`src/rtl/pipeline_hazard_ctrl.sv`:
```
// Stall/flush sequencer for the 5-stage pipeline: load-use, branch redirect, mul/div and dmem wait.
// Stall/flush outputs are combinational; FSM, watchdog and stall counter are registered.
module pipeline_hazard_ctrl #(
    parameter int MEM_TIMEOUT = 255
) (
    input  logic        clk,
    input  logic        rst_n,
    input  logic [4:0]  rs1_addr_id_i,
    input  logic [4:0]  rs2_addr_id_i,
    input  logic        rs1_used_id_i,
    input  logic        rs2_used_id_i,
    input  logic [4:0]  rd_addr_ex_i,
    input  logic        mem_read_ex_i,
    input  logic        branch_taken_ex_i,
    input  logic        mc_start_ex_i,
    input  logic        mc_done_i,
    input  logic        dmem_req_mem_i,
    input  logic        dmem_ready_i,
    output logic        pc_stall_o,
    output logic        if_id_stall_o,
    output logic        if_id_flush_o,
    output logic        id_ex_stall_o,
    output logic        id_ex_flush_o,
    output logic        ex_mem_stall_o,
    output logic        ex_mem_flush_o,
    output logic        mem_wb_flush_o,
    output logic        mem_timeout_o,
    output logic [31:0] stall_cnt_o
);

    typedef enum logic [1:0] {
        RUN      = 2'd0,
        MC_WAIT  = 2'd1,
        MEM_WAIT = 2'd2
    } state_t;

    localparam logic [16:0] TIMEOUT_LIM = 17'(MEM_TIMEOUT);

    state_t      state;
    state_t      state_nxt;
    logic        mc_pend;
    logic        mc_pend_nxt;
    logic [15:0] wait_cnt;

    logic mem_wait;
    logic load_use;
    logic mc_busy;
    logic rs1_hit;
    logic rs2_hit;

    assign mem_wait = dmem_req_mem_i & ~dmem_ready_i;
    assign rs1_hit  = rs1_used_id_i & (rs1_addr_id_i == rd_addr_ex_i);
    assign rs2_hit  = rs2_used_id_i & (rs2_addr_id_i == rd_addr_ex_i);
    assign load_use = mem_read_ex_i & (rd_addr_ex_i != 5'd0) & (rs1_hit | rs2_hit);
    // A done pulse in the same cycle as start (or while waiting) releases the stall at once.
    assign mc_busy  = ((state == MC_WAIT) | mc_pend | mc_start_ex_i) & ~mc_done_i;

    always_ff @(posedge clk or negedge rst_n) begin
        if (!rst_n) begin
            state   <= RUN;
            mc_pend <= 1'b0;
        end else begin
            state   <= state_nxt;
            mc_pend <= mc_pend_nxt;
        end
    end

    always_comb begin
        state_nxt      = state;
        mc_pend_nxt    = mc_pend;
        pc_stall_o     = 1'b0;
        if_id_stall_o  = 1'b0;
        if_id_flush_o  = 1'b0;
        id_ex_stall_o  = 1'b0;
        id_ex_flush_o  = 1'b0;
        ex_mem_stall_o = 1'b0;
        ex_mem_flush_o = 1'b0;
        mem_wb_flush_o = 1'b0;

        if (mem_wait) begin
            pc_stall_o     = 1'b1;
            if_id_stall_o  = 1'b1;
            id_ex_stall_o  = 1'b1;
            ex_mem_stall_o = 1'b1;
            mem_wb_flush_o = 1'b1;
        end else if (mc_busy) begin
            pc_stall_o     = 1'b1;
            if_id_stall_o  = 1'b1;
            id_ex_stall_o  = 1'b1;
            ex_mem_flush_o = 1'b1;
        end else if (branch_taken_ex_i) begin
            if_id_flush_o  = 1'b1;
            id_ex_flush_o  = 1'b1;
        end else if (load_use) begin
            pc_stall_o     = 1'b1;
            if_id_stall_o  = 1'b1;
            id_ex_flush_o  = 1'b1;
        end

        unique case (state)
            RUN: begin
                if (mem_wait) begin
                    state_nxt   = MEM_WAIT;
                    mc_pend_nxt = mc_start_ex_i & ~mc_done_i;
                end else if (mc_start_ex_i & ~mc_done_i) begin
                    state_nxt = MC_WAIT;
                end
            end
            MC_WAIT: begin
                if (mem_wait) begin
                    state_nxt   = MEM_WAIT;
                    mc_pend_nxt = ~mc_done_i;
                end else if (mc_done_i) begin
                    state_nxt = RUN;
                end
            end
            MEM_WAIT: begin
                if (!mem_wait) begin
                    state_nxt   = (mc_pend & ~mc_done_i) ? MC_WAIT : RUN;
                    mc_pend_nxt = 1'b0;
                end else if (mc_done_i) begin
                    mc_pend_nxt = 1'b0;
                end
            end
            default: begin
                state_nxt   = RUN;
                mc_pend_nxt = 1'b0;
            end
        endcase

        // Pipeline registers must see inactive controls while reset is held.
        if (!rst_n) begin
            pc_stall_o     = 1'b0;
            if_id_stall_o  = 1'b0;
            if_id_flush_o  = 1'b0;
            id_ex_stall_o  = 1'b0;
            id_ex_flush_o  = 1'b0;
            ex_mem_stall_o = 1'b0;
            ex_mem_flush_o = 1'b0;
            mem_wb_flush_o = 1'b0;
        end
    end

    always_ff @(posedge clk or negedge rst_n) begin
        if (!rst_n) begin
            wait_cnt      <= 16'd0;
            mem_timeout_o <= 1'b0;
        end else if (mem_wait) begin
            if (wait_cnt != 16'hFFFF) begin
                wait_cnt <= wait_cnt + 16'd1;
            end
            if (({1'b0, wait_cnt} + 17'd1) >= TIMEOUT_LIM) begin
                mem_timeout_o <= 1'b1;
            end
        end else begin
            wait_cnt <= 16'd0;
        end
    end

    always_ff @(posedge clk or negedge rst_n) begin
        if (!rst_n) begin
            stall_cnt_o <= 32'd0;
        end else if (pc_stall_o && (stall_cnt_o != 32'hFFFF_FFFF)) begin
            stall_cnt_o <= stall_cnt_o + 32'd1;
        end
    end

endmodule

```
`config.mk`:
```
export PLATFORM = sky130hd
export DESIGN_NAME = pipeline_hazard_ctrl
export DESIGN_NICKNAME = d
export VERILOG_FILES = /design/src/rtl/pipeline_hazard_ctrl.sv
export SDC_FILE = /design/constraint.sdc
export NUM_CORES = 1
export LEC_CHECK = 0
export CELL_PAD_IN_SITES_DETAIL_PLACEMENT = 0
export CELL_PAD_IN_SITES_GLOBAL_PLACEMENT = 2
export CORE_MARGIN = 2
export CORE_UTILIZATION = 30
export CTS_CLUSTER_DIAMETER = 30
export DETAILED_ROUTE_END_ITERATION = 6
export PLACE_DENSITY = 0.79
export SYNTH_ARGS = -nofsm -noshare
export SYNTH_HDL_FRONTEND = slang
export SYNTH_SLANG_ARGS = --single-unit
```
`constraint.sdc`:
```
create_clock -name clk -period 3.4 [get_ports clk]
set_input_delay 0.68 -clock clk [delete_from_list [all_inputs] [get_ports clk]]
set_output_delay 0.68 -clock clk [all_outputs]
set_load 0.1 [all_outputs]
```
==> results of run 1 <==
[layer usage]
| metal | share of wire (%) | GRT usage, % |
|---|---|---|
| met3 | 2.9 | 2.53 |
| met4 | 1.5 | 4.62 |
| met1 | 49 | 21.7 |
| met5 | 0 | 0 |
| met2 | 47 | 23.9 |
[cells in the mapped netlist, drive strengths merged, types with 2 or more instances]
master	number	area share, %
xnor2	22	6.6
buf	6	1.8
or3	2	0.43
nand2	22	2.8
dfrtp	52	45
nand3b	2	0.52
mux2i	2	0.69
a21o	2	0.52
nor3	23	4.0
or4	2	0.65
nand2b	5	1.1
a31oi	5	1.1
nand4	12	2.6
xor2	29	8.7
clkbuf	2	0.26
inv	16	2.1
nand3	25	4.3
a211oi	4	1.0
ha	3	1.3
nor2	32	4.1
o22ai	2	0.43
nor4	8	1.7
o21ai	7	1.2
and3	5	1.1
and4	3	0.90
a21oi	15	2.6
[final timing paths]
check                                         endpoint  slack, ps
min in group clk           stall_cnt_o[29]$_DFFE_PN0P_        500
setup / recovery                            pc_stall_o        250
hold reg to reg            stall_cnt_o[29]$_DFFE_PN0P_        500
max in group asynchronous  stall_cnt_o[26]$_DFFE_PN0P_       2320
hold / removal             stall_cnt_o[29]$_DFFE_PN0P_        230
setup reg to reg            stall_cnt_o[1]$_DFFE_PN0P_        520
[power by group]
part           switching (mW)  internal [mW]
Combinational           0.296          0.117
Sequential             0.0438          0.644
Clock                   0.228          0.151
Total                   0.567          0.911
[critical path: cells and delay by family]
| kind | cells | cell delay [ps] |
|---|---|---|
| AO/OA/AOI/OAI | 2 | 520 |
| AND/OR/NAND/NOR | 1 | 420 |
| buffers and inverters | 3 | 860 |
[registers in the layout, indices dropped and copies added (netlist names)]
signal         flops
state              2
stall_cnt_o       32
mem_timeout_o      1
mc_pend            1
wait_cnt          16
[cell families after synthesis]
group                    after synthesis  synth area share [%]
AND/OR/NAND/NOR                      143                  24.7
adder cells (fa/ha/maj)                3                  1.29
buffers and inverters                 24                  4.13
AO/OA/AOI/OAI                         41                  8.70
flip-flops                            52                  44.8
multiplexers                           3                  1.08
XOR/XNOR                              51                  15.4
[layout make-up]
| class | count | area share (%) |
|---|---|---|
| Inverter | 16 | 1.57 |
| Clock buffer | 5 | 1.80 |
| Timing Repair Buffer | 70 | 18.2 |
| Clock inverter | 3 | 0.656 |
| Tap cell | 129 | 4.23 |
| Sequential cell | 52 | 34.1 |
| Multi-Input combinational cell | 241 | 39.4 |
[stage by stage]
stage / util (%) / total power [mW] / setup TNS [ps] / cells / hold slack (ps)
after detailed placement: 39.9 / 1.12 / 0 / 508 / 480
final: 40.9 / 1.48 / 0 / 516 / 228
after CTS: 40.9 / 1.50 / 0 / 516 / 223
after floorplan: - / 0.978 / -49.6 / 317 / 384
after global placement: 39.9 / 1.11 / 0 / 508 / 482
after global routing: 40.9 / 1.55 / 0 / 516 / 230
==> metrics, run 1 <==
routability congestion estimate 0.796; die height approximately 100 um; total track usage between 10% and 20%; required time at the endpoint of the critical path roughly 2700 ps; final worst path period need between 3000 and 4000 ps; number of instances in the synthesized netlist around 320; Final ANT Viol Nets 0; share of cells above drive strength 1 roughly 16%; average routed wire per standard cell roughly 14 um; clock latency at the later pin of the worst-skew pair roughly 320 ps; area enclosed by the die boundary 10500 um^2; effective utilization at floorplan between 30% and 40%; asr flop ratio synth 100%; critical path capture point type output pin; Area growth syn-to-layout 31.2%; Overflow after GRT 0; Crit path largest cell delay around 460 ps; Worst Setup SP rd_addr_ex_i[0]; final hold violation count 0; run status complete, no violations; root cell of the clock tree clkbuf_8; average cell area after synthesis ~9.2 um^2; most frequent cells in the layout dfrtp_1 (52), buf_4 (37), nor2_1 (31), xor2_1 (29), nand3_1 (25); share of synthesized area occupied by flip-flops and latches about 45%; synth unique cells 38; period utilization between 90% and 100%; arrival time of the worst setup path roughly 2500 ps; critical path type input port to output pin; count of filler cells inserted in the layout roughly 950; skew final 8.31 ps; Die X about 100 um; number of synthesized register bits 52; Slew HR just under 60%; largest net degree at the start of global routing 46; ports placed on the boundary between 60 and 70; H-tree levels 2; Main synth FF type dfrtp_1; clk sinks 52; post-CTS setup buffers 0; Post-Place Worst Slack roughly 260 ps; TritonCTS clock tree yes; count of TritonRoute iterations in the first routing pass 5; quantity of hold-fixing buffers added after cts 0; number of buffers between clock root and the deepest sink 2; ANT cells 0; Multi-input gate area about 1500 um^2; Tightest Hold Check Type input port to asynchronous set/reset pin; IR Drop Worst-Case VDD approximately 0.00066 V; final setup violating endpoints 0; antenna violations before repair 0; final routed wirelength across all metal layers around 7300 um; total cell area at the placement stage approximately 3700 um^2; RSZ-0062 raised after global routing false; slowest library cell on the worst path clkdlybuf4s50_1; global-route wire length before repair approximately 13000 um; post-DR vias/cell a little under 5; count of routing violations after the opening detailed-route iteration 64; number of global-route vias before repair about 2.5k; final instance area about 3800 um^2; cell area after synthesis roughly 2900 um^2; Pwr Density between 300 and 400 nW/um^2; CTS Buf Count 5; EDFF count, synth 0; Reg-to-Reg Start stall_cnt_o[0]$_DFFE_PN0P_; NumNets Final approximately 410; leading cell type in the layout, fill and taps excluded dfrtp_1; top fanout value on the critical path 3; Resize count post-CTS 0; Max Freq approximately 0.32 GHz; startpoint type of the worst setup path input port; Worst Max-Slew Pin Slew about 630 ps; Pleak 1.68 nW; max-cap violations 0; PnR worst setup slack 249 ps; depth of the worst register-to-register path 7; number of warnings issued by yosys 0; clock-pin transition on the worst setup and hold timing paths approximately 100 ps; area of the core approximately 9300 um^2; Post-route DRC 0; register area 1300 um^2; count of vias placed by the detailed router roughly 2.5k; HPWL after DPL approximately 5400 um; count of standard-cell rows 35; cell-by-cell trace of the critical path clkdlybuf4s50_1, nor4_1, a211oi_1, a31oi_1, inv_1, buf_12; Slew Limit Fails 0; Post-Synthesis Net Count roughly 350; Port Buf Inserts between 60 and 70
(Power assumes the default switching activity.)
==> run 2, diff against run 1 <==
Settings changed: CORE_UTILIZATION 30 to 38, DONT_BUFFER_PORTS set to 1.
==> run 2 against run 1 <==
Power is 5.5% lower. Via count shrank 6.7%. Sequential share of layout area rose by 3.9 points. Clock skew up 0.88 ps. Worst hold slack worse by 170 ps. Maximum frequency increased by 14%. Clock-buffer cell count up 1. Cell count fell by 11%. Largest cell class unchanged.
==> metrics, run 2 (synthesis results as in run 1) <==
critical path capture point type flip-flop; count of vias placed by the detailed router ~2.3k; Switch Pwr between 0.5 and 0.6 mW; proportion of total power due to net switching a little under two fifths; effective utilization at floorplan between 30% and 40%; clock-pin transition on the worst setup and hold timing paths approximately 100 ps; max reg flops 32; final worst path period need approximately 2800 ps; quantity of hold-fixing buffers added after cts 0; Slew Limit Fails 0; period utilization roughly four fifths; total power between 1 and 1.5 mW; Crit path largest cell delay between 500 and 600 ps; root cell of the clock tree clkbuf_8; HPWL after DPL between 4000 and 5000 um; required time at the endpoint of the critical path 3590 ps; total track usage roughly 17%; antenna violations before repair 0; number of buffers between clock root and the deepest sink 2; Pwr Density around 410 nW/um^2; top fanout value on the critical path 25; most frequent cells in the layout dfrtp_1 (52), buf_4 (41), nor2_1 (29), xor2_1 (29), nand3_1 (25); share of cells above drive strength 1 16.2%; Resize count post-CTS 0; CTS Buf Count 5; combinational share of power a little over a quarter; Slew HR between 30% and 40%; Max Freq 0.362 GHz; Worst Hold Slack 57.5 ps; final instance area around 3400 um^2; count of TritonRoute iterations in the first routing pass 4; ports placed on the boundary 66; register ranked first by flip-flop count stall_cnt_o; Die X about 90 um; cell-by-cell trace of the critical path ha_1, inv_1, or4_4, or4_1, o211ai_2, buf_4, nor3_1, xor2_1; die height between 90 and 100 um; count of routing violations after the opening detailed-route iteration a little over 70; final setup violating endpoints 0; Port Buf Inserts 0; Post-Place Worst Slack 633 ps; slowest library cell on the worst path or4_4; area of the core 7330 um^2; IR Drop Worst-Case VDD roughly 0.0005 V; Int Power approximately 0.87 mW; count of standard-cell rows 31; family with the most delay on the worst path simple AND/OR/NAND/NOR gates; Clk network pwr share about a quarter; largest net degree at the start of global routing 57; post-DR vias/cell ~5.1; routability congestion estimate ~0.73; final routed wirelength across all metal layers 6600 um; H-tree levels 2; Final ANT Viol Nets 0; Worst Max-Slew Pin Slew between 1000 and 1500 ps; number of global-route vias before repair roughly 2.4k; total cell area at the placement stage roughly 3300 um^2; average routed wire per standard cell between 10 and 15 um; Overflow after GRT 0; arrival time of the worst setup path 2950 ps; startpoint type of the worst setup path flip-flop; clock latency at the later pin of the worst-skew pair a little over 300 ps; Final TNS setup 0 ps; Post-route DRC 0; TritonCTS clock tree yes; final hold violation count 0; leading cell type in the layout, fill and taps excluded dfrtp_1; buffering stage count on the worst path with inverters included 2; run status complete, no violations; Tightest Hold Check Type input port to asynchronous set/reset pin; global-route wire length before repair 11500 um; skew final between 9 and 10 ps; post-CTS setup buffers 0; largest registers stall_cnt_o: 32 flops, wait_cnt: 16 flops, state: 2 flops; ANT cells 0; Area growth syn-to-layout 17.7%; area enclosed by the die boundary about 8400 um^2; NumNets Final between 300 and 400; Pleak roughly 1.5 nW; clk sinks 52; RSZ-0062 raised after global routing false; max-cap violations 0; power share of the sequential group roughly 47%; PnR worst setup slack between 600 and 700 ps; critical path type flip-flop to flip-flop
run 2: changes by cell type in the layout (fill, tap and decap cells not counted), sizes merged:
cell           delta
buf               -5
clkbuf            +1
clkdlybuf4s50    -23
clkinv            +1
inv               -2
run 2: path summary, 6_finish.rpt:
check | from | end | slack (ps) | depth (start not counted)
min in group clk | mc_done_i | state[0]$_DFFE_PN0P_ | 440 | 1
max reg2reg | stall_cnt_o[0]$_DFFE_PN0P_ | stall_cnt_o[19]$_DFFE_PN0P_ | 640 | 8
max | stall_cnt_o[0]$_DFFE_PN0P_ | stall_cnt_o[19]$_DFFE_PN0P_ | 640 | 8
min reg2reg | mc_pend$_DFFE_PN0P_ | mc_pend$_DFFE_PN0P_ | 510 | 2
min | rst_n | stall_cnt_o[22]$_DFFE_PN0P_ | 60 | 0
max in group asynchronous | rst_n | stall_cnt_o[20]$_DFFE_PN0P_ | 3250 | 0
run 2: cell type report:
| class | count | area, um^2 |
|---|---|---|
| Multi-Input combinational cell | 241 | 1520 |
| Clock buffer | 6 | 72.6 |
| Fill cell | 717 | 3910 |
| Inverter | 16 | 60.1 |
| Clock inverter | 2 | 16.3 |
| Timing Repair Buffer | 42 | 328 |
| Tap cell | 99 | 124 |
| Sequential cell | 52 | 1300 |
run 2: through the flow:
| stage | cells | util, % |
|---|---|---|
| floorplan | 317 | - |
| global placement | 450 | 45.5 |
| detailed placement | 450 | 45.5 |
| CTS | 458 | 46.7 |
| global route | 458 | 46.7 |
| finish | 458 | 46.7 |
run 2: power by group through the flow:
stage / sequential [mW] / combinational (mW) / clock (mW)
floorplan: 0.854 / 0.124 / 0
global placement: 0.671 / 0.378 / 0
detailed placement: 0.672 / 0.382 / 0
CTS: 0.660 / 0.383 / 0.378
global route: 0.664 / 0.401 / 0.401
finish: 0.660 / 0.380 / 0.358
run 2: worst reg2reg max path, stage by stage (launching register included):
cell and delay [ps]:
dfrtp_1 360, ha_1 200, inv_1 70, or4_4 570
or4_1 540, o211ai_2 400, buf_4 290, nor3_1 70
xor2_1 150
run 2: layer usage:
| metal | routed length (um) | global-route usage, % |
|---|---|---|
| met3 | 279 | 3.82 |
| met2 | 3080 | 26.8 |
| met4 | 97 | 5.18 |
| met1 | 3140 | 22.8 |
| met5 | 0 | 0 |
